**config.mk**
```make
export PLATFORM = sky130hd
export DESIGN_NAME = dram_cache_miss_handler
export DESIGN_NICKNAME = d
export VERILOG_FILES = /design/src/rtl/dram_cache_miss_handler.sv
export SDC_FILE = /design/constraint.sdc
export NUM_CORES = 2
export LEC_CHECK = 0
export CORE_ASPECT_RATIO = 0.7
export CORE_MARGIN = 5
export CORE_UTILIZATION = 61
export CTS_CLUSTER_SIZE = 40
export DETAILED_ROUTE_END_ITERATION = 8
export PLACE_DENSITY = 0.95
export SLEW_MARGIN = 15
export SYNTH_ARGS = -nofsm -noshare
export SYNTH_HDL_FRONTEND = slang
export SYNTH_SLANG_ARGS = --single-unit
export TNS_END_PERCENT = 100
```
**constraint.sdc**
```tcl
create_clock -name clk -period 60.9 [get_ports clk]
set_clock_uncertainty 0.05 [all_clocks]
set_input_delay 9.135 -clock clk [delete_from_list [all_inputs] [get_ports clk]]
set_output_delay 9.135 -clock clk [all_outputs]
set_load 0.005 [all_outputs]
```
**src/rtl/dram_cache_miss_handler.sv**
```systemverilog
// DRAM cache miss handler: MSHR table, backing-memory fetch over AR/R, cache fill, processor response.
// Define MISS_HANDLER_PERF_EN to add saturating miss/stall performance counters.
module dram_cache_miss_handler #(
    parameter int ADDR_WIDTH   = 64,
    parameter int DATA_WIDTH   = 72,
    parameter int ID_WIDTH     = 16,
    parameter int INDEX_WIDTH  = 4,
    parameter int OFFSET_WIDTH = 6,
    parameter int MSHR_DEPTH   = 4,
    localparam int EW = $clog2(MSHR_DEPTH),
    localparam int LW = ADDR_WIDTH - OFFSET_WIDTH,
    localparam int TW = LW - INDEX_WIDTH
) (
    input  logic                  clk,
    input  logic                  rst,
    input  logic                  miss_valid_i,
    output logic                  miss_ready_o,
    input  logic [ID_WIDTH-1:0]   miss_id_i,
    input  logic [ADDR_WIDTH-1:0] miss_addr_i,
    input  logic                  miss_is_write_i,
    output logic [EW-1:0]         mem_arid_o,
    output logic [ADDR_WIDTH-1:0] mem_araddr_o,
    output logic                  mem_arvalid_o,
    input  logic                  mem_arready_i,
    input  logic [EW-1:0]         mem_rid_i,
    input  logic [DATA_WIDTH-1:0] mem_rdata_i,
    input  logic                  mem_rvalid_i,
    output logic                  mem_rready_o,
    output logic                  fill_valid_o,
    input  logic                  fill_ready_i,
    output logic [INDEX_WIDTH-1:0] fill_index_o,
    output logic [TW-1:0]         fill_tag_o,
    output logic [DATA_WIDTH-1:0] fill_data_o,
    output logic                  rsp_valid_o,
    input  logic                  rsp_ready_i,
    output logic [ID_WIDTH-1:0]   rsp_id_o,
    output logic                  rsp_is_write_o,
    output logic [DATA_WIDTH-1:0] rsp_data_o,
    output logic                  err_o
`ifdef MISS_HANDLER_PERF_EN
    ,
    output logic [31:0]           perf_miss_cnt_o,
    output logic [31:0]           perf_stall_cnt_o
`endif
);

    typedef enum logic [2:0] {
        ST_IDLE  = 3'd0,
        ST_ISSUE = 3'd1,
        ST_WAIT  = 3'd2,
        ST_FILL  = 3'd3,
        ST_RESP  = 3'd4
    } state_e;

    state_e                state_q [MSHR_DEPTH];
    state_e                state_d [MSHR_DEPTH];
    logic [ID_WIDTH-1:0]   id_q    [MSHR_DEPTH];
    logic [ID_WIDTH-1:0]   id_d    [MSHR_DEPTH];
    logic [LW-1:0]         line_q  [MSHR_DEPTH];
    logic [LW-1:0]         line_d  [MSHR_DEPTH];
    logic [DATA_WIDTH-1:0] data_q  [MSHR_DEPTH];
    logic [DATA_WIDTH-1:0] data_d  [MSHR_DEPTH];
    logic [MSHR_DEPTH-1:0] wr_q, wr_d;

    logic          ar_lock_q, ar_lock_d, fill_lock_q, fill_lock_d, rsp_lock_q, rsp_lock_d;
    logic [EW-1:0] ar_idx_q, ar_idx_d, fill_idx_q, fill_idx_d, rsp_idx_q, rsp_idx_d;
    logic          run_q, err_q, err_d;

    logic [MSHR_DEPTH-1:0] idle_s, issue_s, fill_s, resp_s, match_s;
    logic [LW-1:0]         miss_line_s;
    logic                  miss_ready_s, alloc_s, r_hs_s, r_ok_s;
    logic [EW-1:0]         alloc_idx_s, ar_sel_s, fill_sel_s, rsp_sel_s;
    logic                  ar_valid_s, ar_hs_s, fill_valid_s, fill_hs_s, rsp_valid_s, rsp_hs_s;
    logic                  unused_ok_s;

    assign unused_ok_s = ^miss_addr_i[OFFSET_WIDTH-1:0];

    function automatic logic [EW-1:0] lowest_idx(input logic [MSHR_DEPTH-1:0] vec);
        logic [EW-1:0] idx;
        idx = {EW{1'b0}};
        for (int i = MSHR_DEPTH - 1; i >= 0; i--) begin
            if (vec[i]) begin
                idx = EW'(i);
            end
        end
        return idx;
    endfunction

    // Per-entry state decode and line-match against the incoming miss
    always_comb begin
        miss_line_s = miss_addr_i[ADDR_WIDTH-1:OFFSET_WIDTH];
        idle_s  = {MSHR_DEPTH{1'b0}};
        issue_s = {MSHR_DEPTH{1'b0}};
        fill_s  = {MSHR_DEPTH{1'b0}};
        resp_s  = {MSHR_DEPTH{1'b0}};
        match_s = {MSHR_DEPTH{1'b0}};
        for (int i = 0; i < MSHR_DEPTH; i++) begin
            idle_s[i]  = (state_q[i] == ST_IDLE);
            issue_s[i] = (state_q[i] == ST_ISSUE);
            fill_s[i]  = (state_q[i] == ST_FILL);
            resp_s[i]  = (state_q[i] == ST_RESP);
            match_s[i] = (state_q[i] != ST_IDLE) && (line_q[i] == miss_line_s);
        end
    end

    // Allocation, channel arbitration (locked while a valid is pending) and R-beat checking
    always_comb begin
        miss_ready_s = run_q && (|idle_s) && !(|match_s);
        alloc_s      = miss_valid_i && miss_ready_s;
        alloc_idx_s  = lowest_idx(idle_s);

        ar_valid_s   = ar_lock_q || (|issue_s);
        ar_sel_s     = ar_lock_q ? ar_idx_q : lowest_idx(issue_s);
        ar_hs_s      = ar_valid_s && mem_arready_i;
        fill_valid_s = fill_lock_q || (|fill_s);
        fill_sel_s   = fill_lock_q ? fill_idx_q : lowest_idx(fill_s);
        fill_hs_s    = fill_valid_s && fill_ready_i;
        rsp_valid_s  = rsp_lock_q || (|resp_s);
        rsp_sel_s    = rsp_lock_q ? rsp_idx_q : lowest_idx(resp_s);
        rsp_hs_s     = rsp_valid_s && rsp_ready_i;

        ar_lock_d    = ar_valid_s && !mem_arready_i;
        ar_idx_d     = ar_sel_s;
        fill_lock_d  = fill_valid_s && !fill_ready_i;
        fill_idx_d   = fill_sel_s;
        rsp_lock_d   = rsp_valid_s && !rsp_ready_i;
        rsp_idx_d    = rsp_sel_s;

        r_hs_s       = mem_rvalid_i && run_q;
        r_ok_s       = r_hs_s && (state_q[mem_rid_i] == ST_WAIT);
        err_d        = r_hs_s && !r_ok_s;
    end

    // Per-entry next state; a stray R beat leaves every entry untouched
    always_comb begin
        wr_d = wr_q;
        for (int i = 0; i < MSHR_DEPTH; i++) begin
            state_d[i] = state_q[i];
            id_d[i]    = id_q[i];
            line_d[i]  = line_q[i];
            data_d[i]  = data_q[i];
            case (state_q[i])
                ST_IDLE: begin
                    if (alloc_s && (alloc_idx_s == EW'(i))) begin
                        state_d[i] = ST_ISSUE;
                        id_d[i]    = miss_id_i;
                        line_d[i]  = miss_line_s;
                        wr_d[i]    = miss_is_write_i;
                    end else begin
                        state_d[i] = ST_IDLE;
                    end
                end
                ST_ISSUE: begin
                    if (ar_hs_s && (ar_sel_s == EW'(i))) begin
                        state_d[i] = ST_WAIT;
                    end else begin
                        state_d[i] = ST_ISSUE;
                    end
                end
                ST_WAIT: begin
                    if (r_ok_s && (mem_rid_i == EW'(i))) begin
                        state_d[i] = ST_FILL;
                        data_d[i]  = mem_rdata_i;
                    end else begin
                        state_d[i] = ST_WAIT;
                    end
                end
                ST_FILL: begin
                    if (fill_hs_s && (fill_sel_s == EW'(i))) begin
                        state_d[i] = ST_RESP;
                    end else begin
                        state_d[i] = ST_FILL;
                    end
                end
                ST_RESP: begin
                    if (rsp_hs_s && (rsp_sel_s == EW'(i))) begin
                        state_d[i] = ST_IDLE;
                    end else begin
                        state_d[i] = ST_RESP;
                    end
                end
                default: state_d[i] = ST_IDLE;
            endcase
        end
    end

    // MSHR table registers
    always_ff @(posedge clk or posedge rst) begin
        if (rst) begin
            wr_q <= {MSHR_DEPTH{1'b0}};
            for (int i = 0; i < MSHR_DEPTH; i++) begin
                state_q[i] <= ST_IDLE;
                id_q[i]    <= {ID_WIDTH{1'b0}};
                line_q[i]  <= {LW{1'b0}};
                data_q[i]  <= {DATA_WIDTH{1'b0}};
            end
        end else begin
            wr_q <= wr_d;
            for (int i = 0; i < MSHR_DEPTH; i++) begin
                state_q[i] <= state_d[i];
                id_q[i]    <= id_d[i];
                line_q[i]  <= line_d[i];
                data_q[i]  <= data_d[i];
            end
        end
    end

    // Channel locks, error pulse and the out-of-reset flag that drives rready
    always_ff @(posedge clk or posedge rst) begin
        if (rst) begin
            ar_lock_q   <= 1'b0;
            ar_idx_q    <= {EW{1'b0}};
            fill_lock_q <= 1'b0;
            fill_idx_q  <= {EW{1'b0}};
            rsp_lock_q  <= 1'b0;
            rsp_idx_q   <= {EW{1'b0}};
            err_q       <= 1'b0;
            run_q       <= 1'b0;
        end else begin
            ar_lock_q   <= ar_lock_d;
            ar_idx_q    <= ar_idx_d;
            fill_lock_q <= fill_lock_d;
            fill_idx_q  <= fill_idx_d;
            rsp_lock_q  <= rsp_lock_d;
            rsp_idx_q   <= rsp_idx_d;
            err_q       <= err_d;
            run_q       <= 1'b1;
        end
    end

    // Output payloads are forced to zero whenever their valid is low
    always_comb begin
        miss_ready_o  = miss_ready_s;
        mem_rready_o  = run_q;
        err_o         = err_q;
        mem_arvalid_o = ar_valid_s;
        fill_valid_o  = fill_valid_s;
        rsp_valid_o   = rsp_valid_s;
        if (ar_valid_s) begin
            mem_arid_o   = ar_sel_s;
            mem_araddr_o = {line_q[ar_sel_s], {OFFSET_WIDTH{1'b0}}};
        end else begin
            mem_arid_o   = {EW{1'b0}};
            mem_araddr_o = {ADDR_WIDTH{1'b0}};
        end
        if (fill_valid_s) begin
            fill_index_o = line_q[fill_sel_s][INDEX_WIDTH-1:0];
            fill_tag_o   = line_q[fill_sel_s][LW-1:INDEX_WIDTH];
            fill_data_o  = data_q[fill_sel_s];
        end else begin
            fill_index_o = {INDEX_WIDTH{1'b0}};
            fill_tag_o   = {TW{1'b0}};
            fill_data_o  = {DATA_WIDTH{1'b0}};
        end
        if (rsp_valid_s) begin
            rsp_id_o       = id_q[rsp_sel_s];
            rsp_is_write_o = wr_q[rsp_sel_s];
            rsp_data_o     = wr_q[rsp_sel_s] ? {DATA_WIDTH{1'b0}} : data_q[rsp_sel_s];
        end else begin
            rsp_id_o       = {ID_WIDTH{1'b0}};
            rsp_is_write_o = 1'b0;
            rsp_data_o     = {DATA_WIDTH{1'b0}};
        end
    end

`ifdef MISS_HANDLER_PERF_EN
    logic [31:0] perf_miss_q, perf_miss_d, perf_stall_q, perf_stall_d;

    // Saturating counters: accepted misses and stalled request cycles
    always_comb begin
        if (alloc_s && (perf_miss_q != 32'hFFFF_FFFF)) begin
            perf_miss_d = perf_miss_q + 32'd1;
        end else begin
            perf_miss_d = perf_miss_q;
        end
        if (miss_valid_i && !miss_ready_s && (perf_stall_q != 32'hFFFF_FFFF)) begin
            perf_stall_d = perf_stall_q + 32'd1;
        end else begin
            perf_stall_d = perf_stall_q;
        end
    end

    // Counter registers, cleared only by rst
    always_ff @(posedge clk or posedge rst) begin
        if (rst) begin
            perf_miss_q  <= 32'd0;
            perf_stall_q <= 32'd0;
        end else begin
            perf_miss_q  <= perf_miss_d;
            perf_stall_q <= perf_stall_d;
        end
    end

    assign perf_miss_cnt_o  = perf_miss_q;
    assign perf_stall_cnt_o = perf_stall_q;
`endif

endmodule

```
==> reports/qor.txt <==
Syn_area_per_cell -> 14.7 sq um
Nets@finish -> 2898
Worst-path clk slew -> 0.06 ns
Post-synth EDFFs -> 0
Drt first pass iters -> 5
Synthesis warning total -> 0
Number of CTS-inserted buffers -> 59
Met1 Wirelength -> 42.4 mm
Hold Path Class -> reg -> reg
Fin. max-slew vios -> 0
Clock buffer depth -> 3
Gr ovfl total -> 0
Global placement routability congestion -> 1.01
Syn-to-layout area delta -> 16.7%
Initial antenna violation count -> 21
Max Clk Rate -> 0.0451 GHz
Post CTS Setup Buffer Count -> 0
Synth async-reset ratio -> 100%
DP Wirelength -> 72.9 mm
Most frequent cells in the layout -> 611 x dfrtp_1, 440 x clkdlybuf4s50_1, 295 x mux2_2
First-pass GRT wire length -> 163 mm
Core ar. -> 0.0582 sq mm
Die Ht -> 213 microns
Via/cell ratio -> 6.66
Pwr Total -> 2.24 mW
Initial DRC Count -> 2441
Clk_lat worst skew -> 0.62 ns
Post-route insts no fill -> 3553
Layout cell share with drive strength beyond 1 -> 34.2%
Hold Vio Cnt, Final -> 0
Ports -> 453
Die X -> 300 microns
Status -> finished clean
Critical path class -> in -> out
Worst Path Max Fanout -> 8
Post-synth cell types -> 62
Fin crit period -> 22.16 ns
Sink Count -> 611
Hold Buf Count CTS -> 0
Largest net degree at the start of global routing -> 157
Initial Utilization -> 61.5%
Routed wl met2 -> 49.7 mm
Crit start category -> input pin
Post-Synthesis Cells -> 2433
Final Setup Violations -> 0
Synthesized flop and latch total -> 611
H-tree depth -> 2
Max_slew headroom -> 20.5%
Unrepaired setup endpoints after global routing -> false
Drt wl/cell -> 30.5 microns
Post-CTS sizing -> 0
Worst-margin pin slew -> 1.19 ns
Inst Count DP -> 3435
Tcrit/Tclk final -> 36.4%
Area of the multi-input gates -> 0.0189 sq mm
WP data arrival -> 12.97 ns
Top FF cell, synth -> dfrtp_1
Antenna-violating nets left -> 0
Commonest non-fill, non-tap cell in the layout -> dfrtp_1
Total Neg Setup Slack -> 0 ns
Pleak -> 18.9 nW
Global-route usage over all layers -> 33.6%
Pwr dens -> 53.5 mW/mm^2
Detailed-route via count -> 23657
Register area -> 0.0153 sq mm
Vias in the first global route -> 24884
WL final -> 109 mm
Cell area after synthesis -> 0.0358 sq mm
Worst Path Required -> 51.72 ns
Seq/Total Area, Yosys -> 42.7%
Metal3 WL -> 12.5 mm
# Max-Cap Violations -> 0
CTS tree -> built
Top sig layer -> met5
Die area -> 0.0638 sq mm
Crit. End Element -> output port
Root buf cell -> clkbuf_16
Port-buffer cells -> 440
# rows -> 74
Maximum vdd ir drop -> 0.0443 mV
DRC -> 0
Fin util -> 71.8%
Final-layout fill cell count -> 3535
stage by stage:
step                setup WS, ns  area [sq um]  hold WS [ns]
finish                     38.74         41800         0.456
global route               38.79         41800         0.471
CTS                        38.96         41800         0.457
detailed placement         38.94         39800         0.442
global placement           39.03         39800         0.432
floorplan                  34.61         35800         0.423
kinds of logic (layout without fill, tap and decap cells):
family                 after synthesis  after routing  share of synthesized area [%]
multiplexers                       869            869                           38.4
XOR/XNOR                           232            232                           5.67
AND/OR/NAND/NOR                    439            439                           7.68
AO/OA/AOI/OAI                       37             37                          0.838
buffers and inverters              243            584                           4.70
other                                2             21                         0.0210
flip-flops                         611            611                           42.7
layer usage:
metal / up-vias / track usage (%)
met2: 1255 / 50.7
met3: 236 / 12.0
met5: - / 0
met4: 14 / 10.4
met1: 12542 / 46.6
li1: 9610 / -
Yosys cell counts (4+ instances only):
library cell,instances,area (sq um)
nor2b_1,5,31.3
dfrtp_1,611,15300
buf_8,6,90.1
o31a_1,5,43.8
nor4_1,54,338
nand4_1,20,125
nor2_1,10,37.5
nand2_1,17,63.8
nand3_1,10,50.1
and2_1,207,1290
a31oi_1,4,25.0
inv_1,10,37.5
mux4_2,276,6220
mux2_2,296,3330
clkbuf_1,52,195
buf_4,32,240
nor3_1,14,70.1
buf_2,111,556
mux2_1,66,743
and3_1,73,457
xor2_1,209,1830
buf_6,5,56.3
xnor2_1,23,201
a21oi_1,4,20.0
mux2_4,228,3420
buf_12,25,500
report_power, final:
group          total, mW  leakage (nW)  internal [mW]  switching, mW
Clock              0.375         0.949          0.211          0.164
Combinational       1.16          9.99          0.640          0.520
Sequential         0.701          7.92          0.551          0.150
path summary, 6_finish.rpt:
check	cells past startpoint	slack, ns	startpoint	to
worst max-delay path	8	38.74	miss_addr_i[56]	miss_ready_o
worst min-delay path	1	0.46	id_q[6]	id_q[6]
worst max register to register	8	55.94	line_q[50]	id_q[40]
worst min register to register	1	0.46	id_q[6]	id_q[6]
max in group asynchronous	4	49.02	rst	data_q[158]
min in group asynchronous	2	9.13	rst	data_q[120]
worst max-delay path, cell delays in order:
cell	delay (ns)
clkdlybuf4s50_1	0.68
xor2_1	0.17
nor4_1	0.89
nand4_1	0.28
nor4_1	0.81
a311oi_4	0.20
and2_1	0.23
clkdlybuf4s50_1	0.55
final cells by class:
cell class	instances	area share, %
Multi-Input combinational cell	1584	45.3
Clock inverter	23	0.637
Clock buffer	81	3.97
Antenna cell	14	0.0838
Inverter	12	0.129
Tap cell	760	2.27
Timing Repair Buffer	468	11.1
Sequential cell	611	36.6
flip-flops by register name, summed over array words and instances (netlist names), 2 cells and up:
| register | count |
|---|---|
| ar_idx_q | 2 |
| data_q | 288 |
| fill_idx_q | 2 |
| id_q | 64 |
| line_q | 232 |
| rsp_idx_q | 2 |
| state_q | 12 |
| wr_q | 4 |
No activity file was read; power rests on OpenSTA's default activity.
==> RTL edit (config.mk and constraints unchanged) <==
Register the output `err_o`; this adds one clock of latency there. The other outputs are not delayed to match.
--- a/src/rtl/dram_cache_miss_handler.sv
+++ b/src/rtl/dram_cache_miss_handler.sv
@@ -53,4 +53,6 @@
     } state_e;
 
+    logic err_c;
+
     state_e                state_q [MSHR_DEPTH];
     state_e                state_d [MSHR_DEPTH];
@@ -233,5 +235,5 @@
         miss_ready_o  = miss_ready_s;
         mem_rready_o  = run_q;
-        err_o         = err_q;
+        err_c         = err_q;
         mem_arvalid_o = ar_valid_s;
         fill_valid_o  = fill_valid_s;
@@ -296,4 +298,8 @@
 `endif
 
+    always_ff @(posedge clk) begin
+        err_o <= err_c;
+    end
+
 endmodule
 
Check against the original RTL: not equivalent (Yosys sat finds a counterexample within 4 cycles, from zero or initial values and one cycle with rst high).
==> RTL edit against the unedited design <==
Wire length increased by 0.25%; count of clock-buffer cells in the layout did not move; critical path type unchanged; total power rose by 1.4%; critical path depth stayed put; cell area rose by 0.58%; largest cell class unchanged; hold slack got worse by 0.16 ns; setup slack got worse by 0.19 ns; highest routed layer unchanged; core utilization is 0.41 points higher; sequential power about the same; sequential cell count rose by 1; area after synthesis barely moved; non-clock buffer count increased by 3.
==> RTL edit: results (changes against the unedited design) <==
Power
  – Peak VDD IR: 0.0477 mV (+7.8%)
  – Clk pwr share: 0.179 (+0.011)
  – Leak: 19.0 nW (+0.59%)
  – P_comb: 1.16 mW (about the same)
  – Net Switching: 0.836 mW (+0.14%)

Yosys
  – Ys async rst share: 0.998 (-0.00163)
  – Xor/xnor cell area share of the yosys netlist: 0.0567 (about the same)
  – Count of cell types in the netlist: 63 (+1.6%)
  – Sequential area share after synthesis: 0.427 (about the same)
  – Yosys Warn Count: 0 (unchanged)
  – Mux share of post-synthesis cell area: 0.384 (about the same)
  – Synth area leaders: dfrtp_1, mux4_2, mux2_4, mux2_2, xor2_1
  – Adder-cell area share of the yosys netlist: 0 (unchanged)
  – Synth top cells by count: dfrtp_1, mux2_2, mux4_2
  – Ys flop type: dfrtp_1
  – Synth Area in Compound Gates: 0.00838 (about the same)

STA
  – Final worst path period need: 22.35 ns (+0.191 ns)
  – Slew @ Worst Pin: 1.25 ns (+0.0616 ns)

Setup path
  – Slowest CP cell: nor4_1
  – CP endpoint: miss_ready_o
  – CP arrival: 13.16 ns (+0.19 ns)
  – CP peak stage delay: 1.11 ns (+0.22 ns)
  – R2R setup slack: 55.86 ns (-0.08 ns)
  – Worst-case reg-to-reg path depth: 8 (unchanged)
  – Worst R2R Start: line_q[186]
  – Worst r2r dst: id_q[40]
  – Crit path launch: miss_addr_i[18]
  – Crit-path max FO: 8 (unchanged)

Global routing
  – GRT met2 Usage: 0.510 (+0.00308)
  – First-pass GRT wire length: 164000 um (+0.71%)
  – Largest net degree at the start of global routing: 91 (-42%)
  – Vias in the first global route: 25107 (+0.90%)
  – M1 GR Usage: 0.478 (+0.0122)
  – GR Layer Usage met3: 0.104 (-0.0162)
  – Initial antenna violation count: 18 (-14%)
  – Global Route Usage Sum: 0.338 (+0.00237)

Place
  – DP Area: 39900 sq um (about the same)
  – Routability cong.: 1.00 (-0.89%)
  – Hpwl dp: 73300 um (+0.62%)
  – PortBufs: 440 (unchanged)
  – Dpl ws: 38.81 ns (-0.122 ns)

CTS
  – Root buf cell: clkbuf_16
  – CTS buffer count: 60 (+1.7%)
  – Worst-Skew Late Latency: 0.62 ns (about the same)
  – Clock Tree Buf Depth: 3 (unchanged)
  – H-Tree Depth: 2 (unchanged)
  – Post-CTS Setup Bufs: 0 (unchanged)
  – Post-CTS resize count: 0 (unchanged)
  – Clk pin slew, worst setup/hold paths: 0.07 ns

Worst hold path
  – Hold crit path type: reg -> reg

Run status
  – Status: finished, final reports clean

Cells and area
  – Largest regs: data_q x288, line_q x232, id_q x64
  – Share of post-route cells with drive strength above 1: 0.345 (+0.00296)
  – Final nets: 2903 (+0.17%)
  – Reg with most FFs: data_q

Route
  – Starting DRC count in detailed routing: 2633 (+7.9%)
  – Vias per inst: 6.70 (+0.65%)
  – Pre-Repair DR Iteration Count: 5 (unchanged)
  – Final wirelength: 109000 um (+0.25%)
==> RTL edit: cell families after synthesis <==
logic type                count (synthesis)
muxes                                   869
DFF                                     612
and+or+nand+nor                         439
buffers and inverters                   243
xor gates and xnor gates                232
AOI/OAI and AO/OA                        37
other                                     2
==> RTL edit: metal layers <==
| layer | share of wire | up-vias |
|---|---|---|
| li1 | - | 9637 |
| met1 | 0.40 | 12675 |
| met2 | 0.46 | 1282 |
| met3 | 0.11 | 268 |
| met4 | 0.038 | 16 |
| met5 | 0.00090 | - |
==> RTL edit: worst min-delay path by stage <==
stage	from	to	slack [ns]	cells after the start
2_1_floorplan	err_c	err_o	0.27	0
3_3_place_gp	err_c	err_o	0.28	0
3_5_place_dp	err_c	err_o	0.29	0
4_1_cts	err_c	err_o	0.30	0
5_1_grt	err_c	err_o	0.31	0
6_report	err_c	err_o	0.30	0
==> RTL edit: layout make-up <==
cell class | count | area (sq um)
inverters | 12 | 53.8
fillers | 3538 | 16200
multi-input cells | 1584 | 18900
clock buffers | 81 | 1720
well taps | 760 | 951
repair buffers | 471 | 4640
diodes | 16 | 40.0
flip-flops and latches | 612 | 15300
clock inverters | 27 | 414
==> RTL edit: per-stage QoR <==
stage | power [mW] | cells
after floorplan | 1.35 | 2439
final | 2.27 | 3563
after detailed placement | 1.84 | 3439
after CTS | 2.26 | 3547
after global routing | 2.36 | 3557
after global placement | 1.80 | 3439
==> RTL edit: worst max-delay path: cells and delay by family <==
| family | cells | cell delay [ns] |
|---|---|---|
| and+or+nand+nor | 5 | 2.47 |
| xor gates and xnor gates | 1 | 0.32 |
| buffers and inverters | 2 | 1.22 |
